[config.mk]
export PLATFORM = sky130hd
export DESIGN_NAME = apb_arbiter_master
export DESIGN_NICKNAME = d
export VERILOG_FILES = /design/src/rtl/apb_arbiter_master.sv
export SDC_FILE = /design/constraint.sdc
export NUM_CORES = 1
export LEC_CHECK = 0
export ABC_AREA = 1
export ABC_CLOCK_PERIOD_IN_PS = 2100
export BUFFER_PORTS_ARGS = -buffer_cell sky130_fd_sc_hd__buf_4
export CAP_MARGIN = 20
export CORE_AREA = 4 4 96 135
export CTS_CLUSTER_SIZE = 14
export DETAILED_ROUTE_END_ITERATION = 8
export DIE_AREA = 0 0 100 139
export PLACE_DENSITY = 0.79
export SETUP_SLACK_MARGIN = 0.1
export SYNTH_ARGS = -nofsm -noshare
export SYNTH_HDL_FRONTEND = slang
export SYNTH_SLANG_ARGS = --single-unit
export TNS_END_PERCENT = 1
[constraint.sdc]
create_clock -name PCLK -period 2.1 [get_ports PCLK]
set_input_delay 0.525 -clock PCLK [delete_from_list [all_inputs] [get_ports PCLK]]
set_output_delay 0.525 -clock PCLK [all_outputs]
set_load 0.02 [all_outputs]
[src/rtl/apb_arbiter_master.sv]
// Two-requester round-robin APB master: arbitrates local requests, sequences
// IDLE/SETUP/ACCESS, handles wait states, slave errors and a stuck-slave timeout.
module apb_arbiter_master #(
  parameter int ADDR_W  = 32,
  parameter int DATA_W  = 32,
  parameter int TIMEOUT = 16
) (
  input  logic                PCLK,
  input  logic                PRESETn,
  input  logic [1:0]          REQ,
  input  logic [1:0]          REQ_WRITE,
  input  logic [2*ADDR_W-1:0] REQ_ADDR,
  input  logic [2*DATA_W-1:0] REQ_WDATA,
  output logic [1:0]          DONE,
  output logic [DATA_W-1:0]   RDATA,
  output logic                ERR,
  output logic                PSEL,
  output logic                PENABLE,
  output logic                PWRITE,
  output logic [ADDR_W-1:0]   PADDR,
  output logic [DATA_W-1:0]   PWDATA,
  input  logic [DATA_W-1:0]   PRDATA,
  input  logic                PREADY,
  input  logic                PSLVERR
);

  localparam logic [1:0] ST_IDLE   = 2'd0;
  localparam logic [1:0] ST_SETUP  = 2'd1;
  localparam logic [1:0] ST_ACCESS = 2'd2;

  localparam int TO_LAST = (TIMEOUT > 0) ? TIMEOUT - 1 : 0;
  localparam int CNT_W   = (TO_LAST > 0) ? $clog2(TO_LAST + 1) : 1;
  localparam logic [CNT_W-1:0] TO_LAST_C = CNT_W'(TO_LAST);

  typedef struct packed {
    logic              wr;
    logic [ADDR_W-1:0] addr;
    logic [DATA_W-1:0] wdata;
  } req_t;

  req_t [1:0] req_pl;

  for (genvar gi = 0; gi < 2; gi++) begin : g_req
    assign req_pl[gi] = {REQ_WRITE[gi], REQ_ADDR[gi*ADDR_W +: ADDR_W],
                         REQ_WDATA[gi*DATA_W +: DATA_W]};
  end

  logic [1:0]        state_q,   state_d;
  logic              last_q,    last_d;
  logic              gnt_q,     gnt_d;
  logic [CNT_W-1:0]  cnt_q,     cnt_d;
  logic [1:0]        done_q,    done_d;
  logic [DATA_W-1:0] rdata_q,   rdata_d;
  logic              err_q,     err_d;
  logic              psel_q,    psel_d;
  logic              penable_q, penable_d;
  logic              pwrite_q,  pwrite_d;
  logic [ADDR_W-1:0] paddr_q,   paddr_d;
  logic [DATA_W-1:0] pwdata_q,  pwdata_d;

  logic [1:0] gnt_mask;
  logic       completing;
  logic [1:0] elig;
  logic       any_elig;
  logic       pick;
  req_t       sel;

  // A requester is masked while its DONE is visible and in the cycle it completes,
  // so a held REQ is not mistaken for a fresh request.
  always_comb begin
    gnt_mask   = gnt_q ? 2'b10 : 2'b01;
    completing = (state_q == ST_ACCESS) && PREADY;
    elig       = REQ & ~done_q & ~(completing ? gnt_mask : 2'b00);
    any_elig   = |elig;
    case (elig)
      2'b01:   pick = 1'b0;
      2'b10:   pick = 1'b1;
      default: pick = ~last_q;
    endcase
    sel = req_pl[pick];
  end

  always_comb begin
    state_d   = state_q;
    last_d    = last_q;
    gnt_d     = gnt_q;
    cnt_d     = cnt_q;
    done_d    = 2'b00;
    rdata_d   = rdata_q;
    err_d     = err_q;
    psel_d    = psel_q;
    penable_d = penable_q;
    pwrite_d  = pwrite_q;
    paddr_d   = paddr_q;
    pwdata_d  = pwdata_q;

    case (state_q)
      ST_IDLE: begin
        psel_d    = 1'b0;
        penable_d = 1'b0;
        if (any_elig) begin
          gnt_d    = pick;
          last_d   = pick;
          pwrite_d = sel.wr;
          paddr_d  = sel.addr;
          pwdata_d = sel.wdata;
          psel_d   = 1'b1;
          state_d  = ST_SETUP;
        end
      end
      ST_SETUP: begin
        penable_d = 1'b1;
        cnt_d     = '0;
        state_d   = ST_ACCESS;
      end
      ST_ACCESS: begin
        if (PREADY) begin
          done_d    = gnt_mask;
          err_d     = PSLVERR;
          if (!pwrite_q) rdata_d = PRDATA;
          penable_d = 1'b0;
          if (any_elig) begin
            // back-to-back: PSEL stays high, straight into SETUP for the other side
            gnt_d    = pick;
            last_d   = pick;
            pwrite_d = sel.wr;
            paddr_d  = sel.addr;
            pwdata_d = sel.wdata;
            state_d  = ST_SETUP;
          end else begin
            psel_d  = 1'b0;
            state_d = ST_IDLE;
          end
        end else begin
          cnt_d = cnt_q + 1'b1;
          if ((TIMEOUT != 0) && (cnt_q == TO_LAST_C)) begin
            done_d    = gnt_mask;
            err_d     = 1'b1;
            psel_d    = 1'b0;
            penable_d = 1'b0;
            state_d   = ST_IDLE;
          end
        end
      end
      default: begin
        psel_d    = 1'b0;
        penable_d = 1'b0;
        state_d   = ST_IDLE;
      end
    endcase
  end

  always_ff @(posedge PCLK or negedge PRESETn) begin
    if (!PRESETn) begin
      state_q   <= ST_IDLE;
      last_q    <= 1'b1;
      gnt_q     <= 1'b0;
      cnt_q     <= '0;
      done_q    <= 2'b00;
      rdata_q   <= '0;
      err_q     <= 1'b0;
      psel_q    <= 1'b0;
      penable_q <= 1'b0;
      pwrite_q  <= 1'b0;
      paddr_q   <= '0;
      pwdata_q  <= '0;
    end else begin
      state_q   <= state_d;
      last_q    <= last_d;
      gnt_q     <= gnt_d;
      cnt_q     <= cnt_d;
      done_q    <= done_d;
      rdata_q   <= rdata_d;
      err_q     <= err_d;
      psel_q    <= psel_d;
      penable_q <= penable_d;
      pwrite_q  <= pwrite_d;
      paddr_q   <= paddr_d;
      pwdata_q  <= pwdata_d;
    end
  end

  assign DONE    = done_q;
  assign RDATA   = rdata_q;
  assign ERR     = err_q;
  assign PSEL    = psel_q;
  assign PENABLE = penable_q;
  assign PWRITE  = pwrite_q;
  assign PADDR   = paddr_q;
  assign PWDATA  = pwdata_q;

endmodule

==> results.json <==
{
  "die-area_um2": 13900,
  "ys_seq_elements": 110,
  "reg2reg_slack_ns": 0.12,
  "rsz0062_at_grt": "yes",
  "area_delta_synth_final_pct": 55.6,
  "setup_viol": 0,
  "dpl_worst_slack_ns": -0.0846,
  "finalClockSkew_ns": 0.0138,
  "grt_overflow_total": 0,
  "nNetsFinal": 1152,
  "period_share_pct": 94.4,
  "cts_tree": "yes",
  "cts_htree_levels": 3,
  "fin_util_pct": 70.8,
  "syn_inst": 706,
  "core_um2": 11700,
  "grt_max_degree": 46,
  "antenna_found_initial": 0,
  "cts.sink_count": 110,
  "grt_util_all_layers_pct": 24.7,
  "grt_pass1_wl_um": 27400,
  "grt_pass1_vias": 5326,
  "path_class": "reg -> reg",
  "max_slew_margin_pct": 63.7,
  "diodes": 0,
  "yosysWarnings": 0,
  "reg2reg_to": "PADDR[8]",
  "io_pins": 270,
  "avgSynthCellArea_um2": 7.54,
  "crit-reg2reg-launch": "state_q[0]",
  "tightest_slew_ns": 0.545,
  "start_kind": "register",
  "endpoint_kind": "register",
  "path_max_fanout": 8,
  "cts.clk_slew.worst_paths_ns": 0.08,
  "p_per_area_nw_per_um2": 1560,
  "die_w_um": 100,
  "drc": 0,
  "hpwl_um": 12600,
  "drt_iter0_drc": 218,
  "drive_gt1_share_pct": 35.0,
  "leakage_nw": 4.72,
  "syn-num-nets": 877,
  "port_buffers": 269,
  "place_area_um2": 7540,
  "cts-root-buf": "clkbuf_16",
  "clk_path_buf_depth": 2,
  "max-vdd-ir-drop_mv": 0.927,
  "timing.final.ws_setup_ns": 0.118,
  "postCtsHoldBufs": 0,
  "status": "finished, final reports clean",
  "via_per_inst": 5.04,
  "synth_area_um2": 5320,
  "finalHoldViolations": 0,
  "maxCapViolCount": 0,
  "vias": 5713,
  "reg2reg_depth": 15,
  "crit_required_ns": 2.39,
  "drt.antenna.violating_nets": 0,
  "clock.fmax_ghz": 0.504,
  "yosysSeqAreaShare_pct": 51.8,
  "start_util_pct": 45.5,
  "cts_buffers": 9,
  "insertion_delay_ns": 0.35,
  "fp.dieH_um": 139,
  "wl_per_cell_um": 16.5,
  "hp-class": "in -> async",
  "wirelength_um": 18700,
  "yosysUniqueCellTypes": 21,
  "globalplace.congestion": 0.863,
  "fin_crit_ns": 1.98,
  "final_cell_area_um2": 8280,
  "rows": 47,
  "tns_ns": 0,
  "drv_slew": 0,
  "crit_arrival_ns": 2.27,
  "fillers": 959,
  "dr.pass1.iters": 5
}
[layout make-up]
type / instances / area, um2 / share of cell area [%]
Sequential cell: 110 / 2750 / 33.3
Tap cell: 147 / 184 / 2.22
Multi-Input combinational cell: 477 / 2140 / 25.9
Clock inverter: 7 / 80.1 / 0.967
Clock buffer: 9 / 225 / 2.72
Inverter: 75 / 282 / 3.40
Timing Repair Buffer: 308 / 2620 / 31.6
[repair_timing]
item / 4_1_cts / 5_1_grt
cloned: 3 / 9
gates resized for setup: 23 / 27
pin swaps: 3 / 8
setup endpoints to repair: 58 / 67
buffers inserted: 4 / 2
[Yosys cell counts]
cell      number  share of area (%)
nand2_2        1               0.12
buf_2         25                2.4
nand2_1      282                 20
nand3_2        1               0.19
buf_4          3               0.42
a21oi_1        2               0.19
inv_1         73                5.2
nor2_1        11               0.78
dfrtp_1      109                 51
buf_1          1              0.070
o21ai_2        1               0.16
xnor2_1        1               0.16
nand3b_1       1               0.14
clkbuf_1      13               0.92
nand3_1      104                9.8
ha_1           3               0.71
nor2_2         2               0.24
o21ai_0       68                6.4
buf_6          2               0.42
inv_2          2               0.14
dfstp_2        1               0.49
[per-stage QoR]
step,cells,hold WS (ns),power [mW]
2_1_floorplan,706,0.229,7.38
3_3_place_gp,1099,0.448,9.91
3_5_place_dp,1099,0.459,10.1
4_1_cts,1122,0.162,12.2
5_1_grt,1133,0.175,13.8
6_report,1133,0.154,12.9
[layout by cell type, fill, tap and decap left out, drive strengths merged]
master and n:
clkinv 2, o21ai 69, clkbuf 17, nand3b 1
inv 78, buf 300, nand3 105, dfstp 1
nand2 283, ha 3, nor2 13, dfrtp 109
bufinv 1, xnor2 1, a21oi 2, clkinvlp 1
[routing by layer]
metal  GRT usage [%]  vias to the layer above  routed length (um)
met4            8.16                        0                 592
li1                -                     2751                   -
met3            5.94                       47                1710
met1            29.7                     2626                6860
met2            43.1                      289                9540
met5               0                        -                   0
[report_power, final]
group	switching (mW)	total [mW]	leakage (nW)	internal, mW
sequential	0.585	3.69	1.38	3.11
combinational	4.29	7.48	3.19	3.19
clock	0.814	1.76	0.148	0.943
[registers in the layout, summed over array words and instances, names as in the netlist]
signal   flops
DONE         2
last_q       1
PWRITE       1
PWDATA      32
PSEL         1
RDATA       32
state_q      2
cnt_q        4
gnt_q        1
ERR          1
PENABLE      1
PADDR       32
[kinds of logic (layout without fill, tap and decap cells)]
kind of cell | after synthesis | in the layout | share of synthesized area, %
adders and majority gates | 3 | 3 | 0.706
and+or+nand+nor | 402 | 402 | 31.1
AOI/OAI and AO/OA | 71 | 71 | 6.75
buffers and inverters | 119 | 399 | 9.48
DFF | 110 | 110 | 51.8
xor gates and xnor gates | 1 | 1 | 0.165
[worst max path at each step]
stage                           from         end  slack [ns]  cells after the start
after floorplan               PREADY   PADDR[26]         0.1                     11
after global placement        PREADY   PADDR[18]       -0.01                     12
after detailed placement      PREADY  PWDATA[27]       -0.08                     12
after CTS                 state_q[0]   PADDR[24]        0.06                     13
after global routing      state_q[0]    PADDR[8]        0.04                     13
final                     state_q[0]    PADDR[8]        0.12                     15
[worst max-delay path, cell delays in order (launching register included)]
cell and delay, ns:
dfrtp_1 0.41, inv_2 0.09, nand2_4 0.06, nor2_4 0.08, nand2_1 0.05, nand3b_1 0.15
buf_4 0.15, ha_4 0.13, nand2_2 0.06, o21ai_4 0.09, buf_12 0.20, buf_12 0.14
nand2_1 0.06, o21ai_1 0.13, nand2_1 0.07, nand2_1 0.06
Note: power is estimated with default switching activity, not from simulation.
